$ cat config.mk
export PLATFORM = sky130hd
export DESIGN_NAME = dmem_arbiter
export DESIGN_NICKNAME = d
export VERILOG_FILES = /design/src/rtl/dmem_arbiter.sv
export SDC_FILE = /design/constraint.sdc
export NUM_CORES = 1
export LEC_CHECK = 0
export CORE_MARGIN = 5
export CORE_UTILIZATION = 35
export DETAILED_ROUTE_END_ITERATION = 8
export GPL_ROUTABILITY_DRIVEN = 0
export PLACE_DENSITY_LB_ADDON = 0.3
export SLEW_MARGIN = 15
export SYNTH_ARGS = -nofsm -noshare
export SYNTH_HDL_FRONTEND = slang
export SYNTH_SLANG_ARGS = --single-unit
$ cat constraint.sdc
create_clock -name clk -period 4.6 [get_ports clk]
set_input_delay 0.46 -clock clk [delete_from_list [all_inputs] [get_ports clk]]
set_output_delay 0.46 -clock clk [all_outputs]
set_load 0.1 [all_outputs]
$ cat src/rtl/dmem_arbiter.sv
// Two-requester arbiter in front of a single-port BRAM: IDLE -> ACCESS -> CAPTURE per access.
// Build option DMEM_ARB_FIXED_PRIO_EN: r0 always wins contention (default: round-robin).
module dmem_arbiter #(
  parameter int unsigned ADDR_W = 10,
  parameter int unsigned DATA_W = 32
) (
  input  logic              clk,
  input  logic              rst,
  input  logic              r0_req,
  input  logic              r0_we,
  input  logic [ADDR_W-1:0] r0_addr,
  input  logic [DATA_W-1:0] r0_wdata,
  input  logic              r1_req,
  input  logic              r1_we,
  input  logic [ADDR_W-1:0] r1_addr,
  input  logic [DATA_W-1:0] r1_wdata,
  output logic              r0_gnt,
  output logic              r1_gnt,
  output logic              r0_done,
  output logic              r1_done,
  output logic [DATA_W-1:0] r0_rdata,
  output logic [DATA_W-1:0] r1_rdata,
  output logic              mem_en,
  output logic              mem_we,
  output logic [ADDR_W-1:0] mem_addr,
  output logic [DATA_W-1:0] mem_wdata,
  input  logic [DATA_W-1:0] mem_rdata
);

  typedef enum logic [1:0] {
    IDLE    = 2'd0,
    ACCESS  = 2'd1,
    CAPTURE = 2'd2
  } state_t;

  state_t              state_q, state_d;
  logic                id_q, id_d;
  logic                we_q, we_d;
  logic                gnt0_q, gnt0_d, gnt1_q, gnt1_d;
  logic                done0_q, done0_d, done1_q, done1_d;
  logic                mem_en_q, mem_en_d, mem_we_q, mem_we_d;
  logic [ADDR_W-1:0]   mem_addr_q, mem_addr_d;
  logic [DATA_W-1:0]   mem_wdata_q, mem_wdata_d;
  logic [DATA_W-1:0]   rdata0_q, rdata0_d, rdata1_q, rdata1_d;
  logic                win_c;

`ifdef DMEM_ARB_FIXED_PRIO_EN
  // r1 wins only when r0 is not asking
  always_comb win_c = ~r0_req;
`else
  logic last_q, last_d;

  // On contention the requester not served last wins
  always_comb win_c = (r0_req && r1_req) ? ~last_q : r1_req;
`endif

  always_comb begin
    state_d     = state_q;
    id_d        = id_q;
    we_d        = we_q;
    gnt0_d      = 1'b0;
    gnt1_d      = 1'b0;
    done0_d     = 1'b0;
    done1_d     = 1'b0;
    mem_en_d    = 1'b0;
    mem_we_d    = 1'b0;
    mem_addr_d  = mem_addr_q;
    mem_wdata_d = mem_wdata_q;
    rdata0_d    = rdata0_q;
    rdata1_d    = rdata1_q;
`ifndef DMEM_ARB_FIXED_PRIO_EN
    last_d      = last_q;
`endif
    case (state_q)
      IDLE: begin
        if (r0_req || r1_req) begin
          // Everything about the access is captured here so later input changes are ignored
          id_d        = win_c;
          we_d        = win_c ? r1_we : r0_we;
          mem_addr_d  = win_c ? r1_addr : r0_addr;
          mem_wdata_d = win_c ? r1_wdata : r0_wdata;
          gnt0_d      = ~win_c;
          gnt1_d      = win_c;
          mem_en_d    = 1'b1;
          mem_we_d    = win_c ? r1_we : r0_we;
`ifndef DMEM_ARB_FIXED_PRIO_EN
          last_d      = win_c;
`endif
          state_d     = ACCESS;
        end
      end
      ACCESS: begin
        state_d = CAPTURE;
      end
      CAPTURE: begin
        if (!we_q) begin
          if (id_q) rdata1_d = mem_rdata;
          else      rdata0_d = mem_rdata;
        end
        done0_d = ~id_q;
        done1_d = id_q;
        state_d = IDLE;
      end
      default: begin
        state_d = IDLE;
      end
    endcase
  end

  always_ff @(posedge clk or posedge rst) begin
    if (rst) begin
      state_q     <= IDLE;
      id_q        <= 1'b0;
      we_q        <= 1'b0;
      gnt0_q      <= 1'b0;
      gnt1_q      <= 1'b0;
      done0_q     <= 1'b0;
      done1_q     <= 1'b0;
      mem_en_q    <= 1'b0;
      mem_we_q    <= 1'b0;
      mem_addr_q  <= '0;
      mem_wdata_q <= '0;
      rdata0_q    <= '0;
      rdata1_q    <= '0;
`ifndef DMEM_ARB_FIXED_PRIO_EN
      last_q      <= 1'b1;
`endif
    end else begin
      state_q     <= state_d;
      id_q        <= id_d;
      we_q        <= we_d;
      gnt0_q      <= gnt0_d;
      gnt1_q      <= gnt1_d;
      done0_q     <= done0_d;
      done1_q     <= done1_d;
      mem_en_q    <= mem_en_d;
      mem_we_q    <= mem_we_d;
      mem_addr_q  <= mem_addr_d;
      mem_wdata_q <= mem_wdata_d;
      rdata0_q    <= rdata0_d;
      rdata1_q    <= rdata1_d;
`ifndef DMEM_ARB_FIXED_PRIO_EN
      last_q      <= last_d;
`endif
    end
  end

  assign r0_gnt    = gnt0_q;
  assign r1_gnt    = gnt1_q;
  assign r0_done   = done0_q;
  assign r1_done   = done1_q;
  assign r0_rdata  = rdata0_q;
  assign r1_rdata  = rdata1_q;
  assign mem_en    = mem_en_q;
  assign mem_we    = mem_we_q;
  assign mem_addr  = mem_addr_q;
  assign mem_wdata = mem_wdata_q;

endmodule

==> results.toml, run 1 <==
[status]
run_status = "complete, no violations"

[cts]
cts.path.max_buffers = 2
post_cts.repair.setup_buffers = 0
insertion_delay_ns = 0.40
post_cts_resized = 0
numClockSinks = 117
cts_root_buffer = "clkbuf_16"
ctsHoldBuffers = 0
cts_tree = "yes"
htreeDepth = 4
cts_buffers = 17
path_clk_slew_ns = 0.05

[grt]
grt_usage_pct = 16.4
grt_pass1_wl_um = 21000
grt_max_degree = 75
antenna_found_initial = 0
grt_overflow = 0
first_global_vias = 4008

[timing]
setup_viol = 0
fmax_mhz = 419
setup-tns-final_ns = 0
rsz0062_at_grt = "false"
fin_crit_ns = 2.39
slew_headroom_pct = 28.8
post-route-period-util_pct = 51.9
clock-skew-final_ns = 0.00722
worst_pin_slew_ns = 1.07
finalHoldViolCount = 0
finalMaxSlewViolations = 0

[drt]
ant_nets = 0
vias_per_cell = 4.97
drc_errors = 0
num_vias = 3637
avgRoutedWirePerCell_um = 18.2
first_iter_violations = 133
drt-total-wl_um = 13300
drt-pass1-iter-count = 4

[placed_design]
place.port_buffers = 233
hpwl_um = 9470

[floorplanning]
start_util_pct = 35.4
fp.dieW_um = 128
io_pins = 234
num_rows = 43
dieHeight_um = 128
die_area_um2 = 16400
coreArea_um2 = 13800

[synth]
synth_cells = 312
synthTopCellsByCount = "dfrtp_1 (116), o21a_1 (45), a221o_1 (43)"
avgSynthCellArea_um2 = 15.6
synth_top_family_by_area = "multiplexers"
synth.top_cell.area_share_pct = 59.5
synthDistinctLibCells = 24
synth_warnings = 0
syn_area_um2 = 4880
synth_area_leader_cell = "dfrtp_1"
synth-seq-cells = 117
synthArstFlopShare_pct = 100
syn_nets = 434
synth-xor-area-share_pct = 0
ys_seq_area_share_pct = 60.1
synth-main-ff-cell = "dfrtp_1"
synth_most_common_cell = "dfrtp_1"
synth_fa_ha_area_share_pct = 0
synth_edf_count = 0
synth.area.mux_share_pct = 17.1
synthTopCellsByArea = "dfrtp_1 (60%), mux2_4 (9.2%), a221o_1 (8.8%)"
synth_compound_area_share_pct = 15.9
yosys.area_share.simple_pct = 1.85

[critical_path]
path_cells = "clkdlybuf4s50_1"
slowest_delay_ns = 1.16
critPathRequiredTime_ns = 4.14
cp_slowest_cell = "clkdlybuf4s50_1"
cp_max_fo = 2
worst_ep_arrival_time_ns = 1.93
crit_type = "register to output port"
crit_family = "buffers and inverters"
crit_path_start_kind = "register"
cp-end-kind = "output port"
crit_buf_inv = 1

[min_path]
hp-class = "register to register"

[flow_run]
max_cap_viol_count = 0

[cells_and_area]
layout-drive-gt1-share_pct = 17.9
syn2layout_area_growth_pct = 60.0
nNetsFinal = 663
num_antenna_cells = 0
## worst paths after layout
check / startpoint / end / slack [ns] / cells past startpoint
min reg2reg: id_q / r0_done / 0.48 / 1
min in group asynchronous: rst / mem_wdata[15] / 0.61 / 2
min: id_q / r0_done / 0.48 / 1
max reg2reg: state_q[0] / r1_rdata[17] / 2.54 / 4
max: mem_wdata[18] / mem_wdata[18] / 2.21 / 1
max in group asynchronous: rst / r1_rdata[6] / 2.85 / 3
## stage by stage
step / area [um2] / instances / hold WS (ns) / util (%) / setup WS, ns
after floorplan: 4880 / 312 / 0.443 / - / 1.04
after global placement: 7240 / 702 / 0.462 / 52.5 / 2.33
after detailed placement: 7240 / 702 / 0.475 / 52.5 / 2.30
after CTS: 7800 / 732 / 0.483 / 56.7 / 2.17
after global routing: 7800 / 732 / 0.500 / 56.7 / 2.15
final: 7800 / 732 / 0.480 / 56.7 / 2.21
## kinds of logic after synthesis
| logic type | count (synthesis) |
|---|---|
| muxes | 64 |
| buffers and inverters | 28 |
| DFF | 117 |
| AOI/OAI and AO/OA | 89 |
| and+or+nand+nor | 14 |
## routing by layer
metal | track usage (%) | share of wire (%) | vias up
met1 | 20.8 | 42 | 1786
met3 | 6.92 | 10 | 26
met4 | 6.80 | 2.3 | 0
met2 | 24.7 | 46 | 189
met5 | 0 | 0 | -
li1 | - | - | 1636
## layout make-up
cell class	instances	area (um2)
repair buffers	236	2350
flip-flops and latches	117	2930
well taps	180	225
fillers	1183	5970
clock inverters	4	70.1
inverters	2	10.0
multi-input cells	167	1720
clock buffers	26	499
## state kept, by name (all words and copies together), names as in the netlist, 2 cells and up
register and count:
mem_wdata 32, r1_rdata 32, mem_addr 10, r0_rdata 32
state_q 2
## cells in the final DEF (no fill, tap or decap), drive strengths merged
cell and count:
bufinv 2, nor2 4, clkinv 2, and3b 1, inv 2, nor3b 1
dfrtp 116, dfstp 1, clkdlybuf4s50 233, nand2 1, buf 3, o21a 45
nand2b 1, a221o 43, mux2 64, a22o 1, clkbuf 26, or2 1
nor2b 3, nand3 1, and3 1
Power of run 1 is not shown: default switching activity piles up to over one toggle a cycle in this logic, so the estimate is an artifact.
==> run 2: changes to the inputs <==
==> constraint.sdc (replaced) <==
create_clock -name clk -period 1.95 [get_ports clk]
set_input_delay 0.195 -clock clk [delete_from_list [all_inputs] [get_ports clk]]
set_output_delay 0.195 -clock clk [all_outputs]
set_load 0.1 [all_outputs]
==> results.toml, run 2 (synthesis results as in run 1) <==
[critical_path]
worst_ep_arrival_time_ns = 2.05
reg2regPathDepth = 4
cp_max_fo = 45
crit_start = "last_q"
r2r_start = "last_q"
crit_buf_inv = 1
path_cells = "nand2b_1 -> nand3_1 -> inv_2 -> a221o_1"
crit_type = "register to register"
critPathRequiredTime_ns = 2.28
slowest_delay_ns = 0.61
cp-end-kind = "register"
crit_family = "buffers and inverters"
crit_path_start_kind = "register"
cp_slowest_cell = "inv_2"
cp_num_cells = 4

[timing]
fmax_mhz = 583
post-route-period-util_pct = 87.9
setup_viol = 0
clock-skew-final_ns = 0.00812
worst_pin_slew_ns = 0.785
finalMaxSlewViolations = 0
fin_crit_ns = 1.71
setup-tns-final_ns = 0
rsz0062_at_grt = "false"
slew_headroom_pct = 47.6
finalHoldViolCount = 0

[drt]
drc_errors = 0
avgRoutedWirePerCell_um = 18.3
first_iter_violations = 178
vias_per_cell = 4.94
drt-total-wl_um = 13500
drt-pass1-iter-count = 4
ant_nets = 0
num_vias = 3653

[floorplanning]
num_rows = 43
die_area_um2 = 16400
dieHeight_um = 128
fp.dieW_um = 128
start_util_pct = 35.4
coreArea_um2 = 13800
io_pins = 234

[grt]
grt_pass1_wl_um = 21500
grt_max_degree = 80
first_global_vias = 4154
grt_usage_pct = 16.8
antenna_found_initial = 0
grt_overflow = 0

[cts]
cts_tree = "yes"
numClockSinks = 117
path_clk_slew_ns = 0.05
cts_buffers = 17
post_cts_resized = 0
ctsHoldBuffers = 0
htreeDepth = 4
cts_root_buffer = "clkbuf_16"
cts.path.max_buffers = 2
insertion_delay_ns = 0.40
post_cts.repair.setup_buffers = 0

[flow_run]
max_cap_viol_count = 0

[placed_design]
hpwl_um = 9820
place.port_buffers = 233

[cells_and_area]
syn2layout_area_growth_pct = 55.4
multiInputGateArea_um2 = 1720
nNetsFinal = 670
layout-drive-gt1-share_pct = 39.2
fillers = 1173
mostFrequentLayoutCell = "clkdlybuf4s50_1"
num_antenna_cells = 0
seq_area_um2 = 2930
final_cell_mix = "clkdlybuf4s50_1 (121), buf_4 (118), dfrtp_1 (116)"

[min_path]
hp-class = "input pin to async pin"

[status]
run_status = "complete, no violations"
-- run 2: changes by cell type in the layout (fill, tap and decap cells not counted), moves of 2 or more --
| cell | previous run | this run |
|---|---|---|
| buf_12 | 0 | 4 |
| clkdlybuf4s50_1 | 233 | 121 |
| buf_4 | 3 | 118 |
| bufinv_16 | 2 | 0 |
| clkinv_2 | 2 | 5 |
-- run 2: final timing paths --
path,to,slack (ns)
max,mem_wdata[5],0.24
min,r1_rdata[18],0.28
max reg2reg,mem_wdata[5],0.24
min reg2reg,state_q[1],0.49
max in group asynchronous,last_q,1.28
min in group clk,mem_wdata[28],0.40
-- run 2: tightest hold or removal path: stages --
cell and delay (ns):
clkdlybuf4s50_1 0.44, clkinvlp_4 0.11, buf_12 0.34
-- run 2: layer usage --
layer,vias up,GRT usage [%],part of all wire [%]
met3,24,7.17,11
met5,-,0,0
li1,1655,-,-
met1,1788,19.9,40
met4,0,7.05,2.3
met2,186,26.8,47
-- run 2: layout make-up --
type	count	area share (%)
flip-flops and latches	117	38.6
repair buffers	243	28.7
multi-input cells	167	22.6
clock buffers	25	6.54
well taps	180	2.97
clock inverters	5	0.330
inverters	2	0.149
-- run 2: per-stage QoR --
| stage | hold WS [ns] | worst slack [ns] | instances | util (%) | area (um2) |
|---|---|---|---|---|---|
| floorplan | 0.328 | 0.328 | 312 | - | 4880 |
| global placement | 0.462 | 0.125 | 709 | 51.3 | 7060 |
| detailed placement | 0.476 | 0.0968 | 709 | 51.3 | 7060 |
| CTS | 0.283 | 0.251 | 739 | 55.0 | 7580 |
| global route | 0.309 | 0.119 | 739 | 55.0 | 7580 |
| finish | 0.279 | 0.236 | 739 | 55.0 | 7580 |
Power of run 2 is left out for the same reason.
